File: config.mk
export PLATFORM = sky130hd
export DESIGN_NAME = multi_clip_controller
export DESIGN_NICKNAME = d
export VERILOG_FILES = /design/src/rtl/clip_ctrl_pkg.sv /design/src/rtl/clip_addr_counter.sv /design/src/rtl/multi_clip_controller.sv
export SDC_FILE = /design/constraint.sdc
export NUM_CORES = 1
export LEC_CHECK = 0
export CAP_MARGIN = 20
export CORE_MARGIN = 3
export CORE_UTILIZATION = 59
export CTS_BUF_LIST = sky130_fd_sc_hd__clkbuf_16
export DETAILED_ROUTE_END_ITERATION = 7
export PLACE_DENSITY = 0.84
export SLEW_MARGIN = 15
export SYNTH_ARGS = -nofsm -noshare
export SYNTH_HDL_FRONTEND = slang
export SYNTH_SLANG_ARGS = --single-unit
File: constraint.sdc
create_clock -name clock -period 6.1 [get_ports clock]
set_input_delay 0.61 -clock clock [delete_from_list [all_inputs] [get_ports clock]]
set_output_delay 0.61 -clock clock [all_outputs]
set_load 0.02 [all_outputs]
File: src/rtl/clip_ctrl_pkg.sv
//------------------------------------------------------------------------------
// Module   : clip_ctrl_pkg
// Brief    : Shared state encoding and defaults for the clip record/play sequencer.
// Revision : 1.0
//------------------------------------------------------------------------------
`default_nettype none

package clip_ctrl_pkg;

  typedef enum logic [2:0] {
    ST_IDLE   = 3'b001,
    ST_RECORD = 3'b010,
    ST_PLAY   = 3'b100
  } state_t;

  // 2 s of audio at 8 kHz
  localparam int C_CLIP_SAMPLES_DEFAULT = 16000;

endpackage

`default_nettype wire

File: src/rtl/clip_addr_counter.sv
//------------------------------------------------------------------------------
// Module   : clip_addr_counter
// Brief    : Tick-enabled clip address counter with terminal compare and wrap.
// Revision : 1.0
//------------------------------------------------------------------------------
`default_nettype none

module clip_addr_counter #(
  parameter int ADDR_W = 14
) (
  input  logic              clock,
  input  logic              reset_n,
  input  logic              i_clear,
  input  logic              i_tick,
  input  logic [ADDR_W-1:0] i_limit,
  input  logic              i_wrap,
  output logic [ADDR_W-1:0] o_addr,
  output logic              o_term
);

  logic [ADDR_W-1:0] r_addr;
  logic              w_at_limit;

  assign w_at_limit = (r_addr == i_limit);
  assign o_term     = i_tick && w_at_limit;
  assign o_addr     = r_addr;

  // Without wrap the count parks on the limit, so it can never run past it.
  always_ff @(posedge clock or negedge reset_n) begin
    if (!reset_n) begin
      r_addr <= '0;
    end else if (i_clear) begin
      r_addr <= '0;
    end else if (i_tick) begin
      if (!w_at_limit) begin
        r_addr <= r_addr + ADDR_W'(1);
      end else if (i_wrap) begin
        r_addr <= '0;
      end
    end
  end

endmodule

`default_nettype wire

File: src/rtl/multi_clip_controller.sv
//------------------------------------------------------------------------------
// Module   : multi_clip_controller
// Brief    : Record/playback sequencer driving NUM_CLIPS clip memories.
// Revision : 1.0
//------------------------------------------------------------------------------
`default_nettype none

module multi_clip_controller
  import clip_ctrl_pkg::*;
#(
  parameter int NUM_CLIPS    = 2,
  parameter int CLIP_SAMPLES = C_CLIP_SAMPLES_DEFAULT,
  parameter int ADDR_W       = $clog2(CLIP_SAMPLES),
  parameter int SEL_W        = (NUM_CLIPS > 1) ? $clog2(NUM_CLIPS) : 1
) (
  input  logic                 clock,
  input  logic                 reset_n,
  input  logic                 record_req,
  input  logic                 play_req,
  input  logic                 stop_req,
  input  logic                 loop_en,
  input  logic [SEL_W-1:0]     clip_sel,
  input  logic                 sample_tick,
  output logic [NUM_CLIPS-1:0] mem_en,
  output logic [NUM_CLIPS-1:0] mem_we,
  output logic [ADDR_W-1:0]    mem_addr,
  output logic [NUM_CLIPS-1:0] clip_valid,
  output logic                 busy,
  output logic                 done,
  output logic                 error
);

  localparam int                LEN_W       = ADDR_W + 1;
  localparam logic [ADDR_W-1:0] C_LAST_ADDR = ADDR_W'(CLIP_SAMPLES - 1);

  state_t               r_state;
  state_t               w_next_state;
  logic [SEL_W-1:0]     r_sel_q;
  logic [LEN_W-1:0]     r_len [NUM_CLIPS];
  logic [NUM_CLIPS-1:0] r_clip_valid;
  logic                 r_done;
  logic                 r_error;

  logic                 w_req_in_range;
  logic                 w_req_recorded;
  logic                 w_start_rec;
  logic                 w_start_play;
  logic                 w_reject;
  logic                 w_finish;
  logic                 w_rec_end;
  logic                 w_busy;
  logic [NUM_CLIPS-1:0] w_sel_onehot;
  logic [LEN_W-1:0]     w_len_sel;
  logic [LEN_W-1:0]     w_len_new;
  logic [ADDR_W-1:0]    w_limit;
  logic [ADDR_W-1:0]    w_addr;
  logic                 w_wrap;
  logic                 w_term;
  logic                 w_clear;

  // Decoded lookups avoid indexing past NUM_CLIPS when clip_sel is out of range.
  always_comb begin
    w_req_in_range = 1'b0;
    w_req_recorded = 1'b0;
    for (int i = 0; i < NUM_CLIPS; i++) begin
      if (clip_sel == SEL_W'(i)) begin
        w_req_in_range = 1'b1;
        w_req_recorded = r_clip_valid[i];
      end
    end
  end

  always_comb begin
    w_len_sel = '0;
    for (int i = 0; i < NUM_CLIPS; i++) begin
      if (r_sel_q == SEL_W'(i)) begin
        w_len_sel = r_len[i];
      end
    end
  end

  for (genvar gi = 0; gi < NUM_CLIPS; gi++) begin : g_decode
    assign w_sel_onehot[gi] = (r_sel_q == SEL_W'(gi));
  end

  assign w_clear   = (r_state == ST_IDLE);
  assign w_wrap    = (r_state == ST_PLAY) && loop_en;
  assign w_limit   = (r_state == ST_PLAY) ? ADDR_W'(w_len_sel - LEN_W'(1)) : C_LAST_ADDR;
  // A tick in the ending cycle is a sample already written, so it counts.
  assign w_len_new = LEN_W'(w_addr) + LEN_W'(sample_tick);

  clip_addr_counter #(
    .ADDR_W (ADDR_W)
  ) u_addr_counter (
    .clock   (clock),
    .reset_n (reset_n),
    .i_clear (w_clear),
    .i_tick  (sample_tick),
    .i_limit (w_limit),
    .i_wrap  (w_wrap),
    .o_addr  (w_addr),
    .o_term  (w_term)
  );

  always_ff @(posedge clock or negedge reset_n) begin
    if (!reset_n) begin
      r_state <= ST_IDLE;
    end else begin
      r_state <= w_next_state;
    end
  end

  always_comb begin
    w_next_state = r_state;
    w_start_rec  = 1'b0;
    w_start_play = 1'b0;
    w_reject     = 1'b0;
    w_finish     = 1'b0;
    w_rec_end    = 1'b0;
    case (r_state)
      ST_IDLE: begin
        if (record_req) begin
          if (w_req_in_range) begin
            w_start_rec  = 1'b1;
            w_next_state = ST_RECORD;
          end else begin
            w_reject = 1'b1;
          end
        end else if (play_req) begin
          if (w_req_in_range && w_req_recorded) begin
            w_start_play = 1'b1;
            w_next_state = ST_PLAY;
          end else begin
            w_reject = 1'b1;
          end
        end
      end
      ST_RECORD: begin
        if (stop_req || w_term) begin
          w_rec_end    = 1'b1;
          w_finish     = 1'b1;
          w_next_state = ST_IDLE;
        end
      end
      ST_PLAY: begin
        if (stop_req || (w_term && !loop_en)) begin
          w_finish     = 1'b1;
          w_next_state = ST_IDLE;
        end
      end
      default: begin
        w_next_state = ST_IDLE;
      end
    endcase
  end

  always_ff @(posedge clock or negedge reset_n) begin
    if (!reset_n) begin
      r_sel_q      <= '0;
      r_clip_valid <= '0;
      r_done       <= 1'b0;
      r_error      <= 1'b0;
      for (int i = 0; i < NUM_CLIPS; i++) begin
        r_len[i] <= '0;
      end
    end else begin
      r_done  <= w_finish;
      r_error <= w_reject;
      if (w_start_rec || w_start_play) begin
        r_sel_q <= clip_sel;
      end
      for (int i = 0; i < NUM_CLIPS; i++) begin
        // Invalidate up front so an aborted recording never reads back as valid.
        if (w_start_rec && (clip_sel == SEL_W'(i))) begin
          r_clip_valid[i] <= 1'b0;
        end
        if (w_rec_end && (r_sel_q == SEL_W'(i))) begin
          r_len[i]        <= w_len_new;
          r_clip_valid[i] <= (w_len_new != '0);
        end
      end
    end
  end

  assign w_busy     = (r_state == ST_RECORD) || (r_state == ST_PLAY);
  assign busy       = w_busy;
  assign mem_en     = w_busy ? w_sel_onehot : '0;
  assign mem_we     = ((r_state == ST_RECORD) && sample_tick) ? w_sel_onehot : '0;
  assign mem_addr   = w_busy ? w_addr : '0;
  assign clip_valid = r_clip_valid;
  assign done       = r_done;
  assign error      = r_error;

endmodule

`default_nettype wire

==> results of run 1 <==
==> where the power goes <==
part | switching [mW] | total, mW | internal, mW
combinational | 0.451 | 0.786 | 0.336
clock | 0.133 | 0.287 | 0.154
sequential | 0.102 | 0.497 | 0.396
total | 0.686 | 1.57 | 0.886
==> per-layer routing <==
layer	vias to the layer above	GRT usage [%]
li1	1539	-
met4	0	9.06
met1	1583	40.3
met3	27	5.10
met5	-	0
met2	145	41.1
==> state kept, by name (all words and copies together) (netlist names) <==
signal                 flops
clip_valid                 2
done                       1
error                      1
r_len                     28
r_sel_q                    1
r_state                    3
u_addr_counter.o_addr     14
==> metrics by stage <==
stage               util [%]  instance area, um^2
global placement        66.4                 3960
CTS                     69.0                 4110
global route            69.0                 4110
finish                  69.0                 4110
floorplan                  -                 3660
detailed placement      66.4                 3960
==> logic make-up after synthesis <==
group	share of synthesized area, %
compound gates	16.3
xor+xnor	5.27
flops	34.2
mux	14.3
fa+ha+maj	1.37
simple gates	23.2
buf+inv	5.30
==> final cells by class <==
type	instances	area [um^2]	share of cell area, %
multi-input cells	312	2210	53.8
well taps	75	93.8	2.28
clock inverters	3	25.0	0.609
clock buffers	5	125	3.05
flip-flops and latches	50	1250	30.5
inverters	20	75.1	1.83
repair buffers	34	325	7.92
==> worst reg2reg max path, cell delays in order (launching register included) <==
cell and delay, ns:
dfrtp_1 0.93, or3b_1 0.51, a222oi_1 1.00, nand4_1 0.24, a21oi_1 0.23, o32ai_1 0.13
or4_1 0.54, a211o_4 0.41, o22ai_4 0.52, mux2_2 0.40
==> synth_stat cells, drive strengths merged, types with 4 or more instances <==
master  number  area share (%)
buf          9             1.7
nor4         5            0.86
and2         5            0.86
o31ai        5             1.0
xnor2       19             4.6
nor3        13             1.8
nor3b        5             1.0
inv         20             2.1
or4          4            0.92
nand4       13             2.2
o221ai       6             1.8
clkbuf      15             1.5
ha           4             1.4
o211ai       6             1.2
nand2       24             2.5
mux2        33              10
a21oi        9             1.2
o21ai       14             2.2
or3b         4            0.96
a31oi        4            0.68
nor2        45             4.6
dfrtp       49              34
or3          7             1.5
nand3       19             2.6
and3         4            0.68
mux2i       15             4.1
==> worst paths after layout <==
kind	slack, ns	to	from
max	1.08	r_len[17]	r_sel_q
min	0.43	r_len[17]	reset_n
max reg2reg	1.08	r_len[17]	r_sel_q
min reg2reg	0.51	r_len[12]	r_len[12]
max in group asynchronous	5.24	u_addr_counter.o_addr[8]	reset_n
min in group clock	0.51	r_len[12]	r_len[12]
==> results.cfg, run 1 <==
[status]
outcome = finished, final reports clean

[critical_path]
critical_path_depth = 9
slowest_stage = a222oi_1
start_kind = register
path_cells = or3b_1 -> a222oi_1 -> nand4_1 -> a21oi_1 -> o32ai_1 -> or4_1 -> a211o_4 -> o22ai_4 -> mux2_2
worst-setup-path-type = reg -> reg
cp_data_arrival_time_ns = 5.20
endpoint_kind = register
path_buf_inv = 0
worstPathRequired_ns = 6.28
cpLargestDelayFamily = compound AO/OA/AOI/OAI gates
slowest_delay_ns = 1.00
critPathMaxFanout = 25
ff2ff_path_depth = 9

[clock_network]
clkTransAtPathRegs_ns = 0.07
cts.htree.levels = 2
cts_tree = done
clock-root-buffer = clkbuf_16
clkLatencyLatePin_ns = 0.30
clock_sinks = 50
cts_setup_buffers = 0
clock_path_buffers = 2
cts_hold_buf = 0
cts-buffers-inserted = 5
cts_resized = 0

[detailed_routing]
drt.antenna.violating_nets = 0
drc = 0
wl_met3_um = 576
route.vias.total = 3294
route.met2.wl_um = 4200
top_layer_used = met4
drt-pass1-iter-count = 5
viasPerCell = 6.60
routedLengthMet1_um = 4300
wl_per_cell_um = 18.6
drt_iter0_drc = 272
wl_um = 9300

[floorplan]
fp.dieArea_um2 = 7180
rows = 28
start_util_pct = 61.4
fp.dieW_um = 84.7
die_y_um = 84.7
core_um2 = 5960
pin_count = 31

[layout]
fin_nets = 435
nFillCells = 487
area_delta_synth_final_pct = 12.3
diodes = 0
drive_gt1_share_pct = 9.91
final_cells = 499
final_cell_mix = dfrtp_1, nor2_1, clkdlybuf4s50_1
final_common_cell = dfrtp_1

[grt]
grt_first_pass_wirelength_um = 16100
grt_pass1_vias = 3218
grt_max_degree = 51
grt.total_usage_pct = 27.5
antenna_found_initial = 0
overflow = 0

[run]
drv_cap = 0

[synthesis]
yosysSeqAreaShare_pct = 34.2
ys.flop_type = dfrtp_1
avgSynthCellArea_um2 = 9.01
synth_edf_count = 0
syn_nets = 418
ys_warn_count = 0
synth_cell_type_count = 64
ys_ff_latch = 50
synthArstFlopShare_pct = 100
syn_area_um2 = 3660
syn-instance-count = 406

[worst_hold_path]
min_path_type = in -> async

[sta]
fin_skew_ns = 0.0107
finalSetupViolations = 0
rsz0062_at_grt = false
fin_ws_ns = 1.08
worst_slew_pin_slew_ns = 1.19
slew_viol_final = 0
fmax_mhz = 199
final.setup.tns_ns = 0
finalHoldViolations = 0
finalCriticalPeriod_ns = 5.02
post-route-period-util_pct = 82.2
slew_headroom_pct = 20.9
fin_hold_ws_ns = 0.430

[placed_design]
numPortBuffers = 30
pre_cts_ws_ns = 1.19
gp_congestion = 0.906
hpwl_um = 6750
dp_cells = 491

[power_and_ir_drop]
ir_drop_v = 0.000292
leakage_nw = 1.67
p_per_area_nw_per_um2 = 382
p_total_mw = 1.57
Note: power is estimated with default switching activity, not from simulation.
==> run 2: changes to the inputs <==
--- a/config.mk
+++ b/config.mk
@@ -7,10 +7,10 @@
 export LEC_CHECK = 0
 export CAP_MARGIN = 20
 export CORE_MARGIN = 3
-export CORE_UTILIZATION = 59
+export CORE_UTILIZATION = 53
 export CTS_BUF_LIST = sky130_fd_sc_hd__clkbuf_16
 export DETAILED_ROUTE_END_ITERATION = 7
-export PLACE_DENSITY = 0.84
+export PLACE_DENSITY = 0.8
 export SLEW_MARGIN = 15
 export SYNTH_ARGS = -nofsm -noshare
 export SYNTH_HDL_FRONTEND = slang
==> constraint.sdc (replaced) <==
create_clock -name clock -period 4.3 [get_ports clock]
set_input_delay 0.43 -clock clock [delete_from_list [all_inputs] [get_ports clock]]
set_output_delay 0.43 -clock clock [all_outputs]
set_load 0.02 [all_outputs]
==> run 2 against run 1 <==
  * Sequential share of layout area decreased by 0.67 points
  * Final area is 2.3% higher
  * Worst setup slack worse by 0.68 ns
  * Sequential power grew 35%
  * Critical path depth up 1
  * First-iteration DRC count fell by 9.6%
  * Combinational power up 54%
  * Final cell count grew 2.2%
  * Wire length is 0.68% lower
  * Utilization is 4.7 points lower
  * Count of clock-buffer cells in the layout stayed put
  * Die area is 11% higher
  * Critical path type unchanged
==> results.cfg, run 2 (synthesized netlist as in run 1, its figures left out) <==
[grt]
antenna_found_initial = 0
overflow = 0
grt.total_usage_pct = 24.8
grt_pass1_vias = 3200
grt_max_degree = 51
grt_first_pass_wirelength_um = 15500

[layout]
drive_gt1_share_pct = 11.8
ff_latch_area_um2 = 1250
largest_reg_flops = 28
diodes = 0
fin_nets = 444
final_common_cell = dfrtp_1
nFillCells = 542
multiInputGateArea_um2 = 2210
final_cells = 510
regMostFlops = r_len
area_delta_synth_final_pct = 14.8
final_cell_mix = dfrtp_1, nor2_1, clkdlybuf4s50_1

[sta]
slew_viol_final = 0
finalCriticalPeriod_ns = 3.90
rsz0062_at_grt = false
finalHoldViolations = 0
final.setup.tns_ns = 0
post-route-period-util_pct = 90.7
fmax_mhz = 256
slew_headroom_pct = 57.4
worst_slew_pin_slew_ns = 0.640
fin_skew_ns = 0.00274
finalSetupViolations = 0

[worst_hold_path]
min_path_type = in -> async

[critical_path]
ff2ff_path_depth = 10
worstPathRequired_ns = 4.50
r2r_slack_ns = 0.40
start_kind = register
worst-setup-path-type = reg -> reg
rr_endpoint = u_addr_counter.o_addr[13]
endpoint_kind = register
cp_data_arrival_time_ns = 4.10
critPathMaxFanout = 14
reg2reg_from = r_sel_q

[placed_design]
dp_cells = 500
numPortBuffers = 30
hpwl_um = 6750
gp_congestion = 0.917

[detailed_routing]
drt-pass1-iter-count = 5
drc = 0
wl_per_cell_um = 18.1
drt_iter0_drc = 246
drt.antenna.violating_nets = 0
wl_um = 9240
route.vias.total = 3328
viasPerCell = 6.53

[floorplan]
start_util_pct = 56.0
pin_count = 31
die_y_um = 89.1
fp.dieArea_um2 = 7930
core_um2 = 6530
fp.dieW_um = 89.1
rows = 29

[run]
drv_cap = 0

[clock_network]
clkTransAtPathRegs_ns = 0.07
clock_sinks = 50
cts-buffers-inserted = 5
clock_path_buffers = 2
cts.htree.levels = 2
cts_tree = done
clock-root-buffer = clkbuf_16
clkLatencyLatePin_ns = 0.29
cts_hold_buf = 0

[power_and_ir_drop]
p_per_area_nw_per_um2 = 541
leakage_nw = 1.72
p_total_mw = 2.27
ir_drop_v = 0.000298

[status]
outcome = finished, final reports clean
## run 2: report_power, final
part / switching [mW] / internal [mW]
registers: 0.110 / 0.562
logic: 0.691 / 0.516
clock network: 0.178 / 0.216
total: 0.979 / 1.29
## run 2: critical path, cell delays in order, from the launching register on
cell,delay [ns]
dfrtp_1,0.43
buf_4,0.21
or3b_1,0.44
a22o_1,0.31
o31ai_1,0.57
nand3_1,0.15
a2111o_1,0.43
o211a_1,0.16
a211o_4,0.38
a211o_2,0.49
o221ai_1,0.23
## run 2: stage by stage
step	area [um^2]	hold slack (ns)	utilization, %	worst slack, ns
after detailed placement	4010	0.475	61.4	0.228
after floorplan	3660	0.134	-	0.0169
after global routing	4200	0.290	64.3	0.0894
final	4200	0.248	64.3	0.401
after CTS	4160	0.271	63.7	0.203
after global placement	4010	0.464	61.4	0.389
## run 2: repair_timing
item | in CTS | in global routing
endpoints found under the setup margin | 0 | 38
buffers inserted | 0 | 2
resized for setup | 0 | 2
hold endpoints to repair | 0 | 0
## run 2: final cells by class
class	count	area share, %
Clock buffer	5	2.98
Clock inverter	3	0.477
Inverter	20	1.79
Multi-Input combinational cell	312	52.7
Sequential cell	50	29.8
Tap cell	77	2.29
Timing Repair Buffer	43	9.95
## run 2: how the worst max path moves through the flow
stage / from / to / cells past startpoint
floorplan: r_sel_q / r_len[10] / 16
global placement: r_sel_q / r_len[28] / 10
detailed placement: r_sel_q / r_len[0] / 10
CTS: r_sel_q / r_len[0] / 10
global route: r_sel_q / u_addr_counter.o_addr[13] / 11
finish: r_sel_q / u_addr_counter.o_addr[13] / 10
## run 2: layer usage
layer / GRT usage [%] / share of wire [%] / up-vias
met3: 3.59 / 6.0 / 17
met2: 42.4 / 50 / 141
met5: 0 / 0 / -
met1: 33.0 / 42 / 1620
li1: - / - / 1550
met4: 6.77 / 1.6 / 0
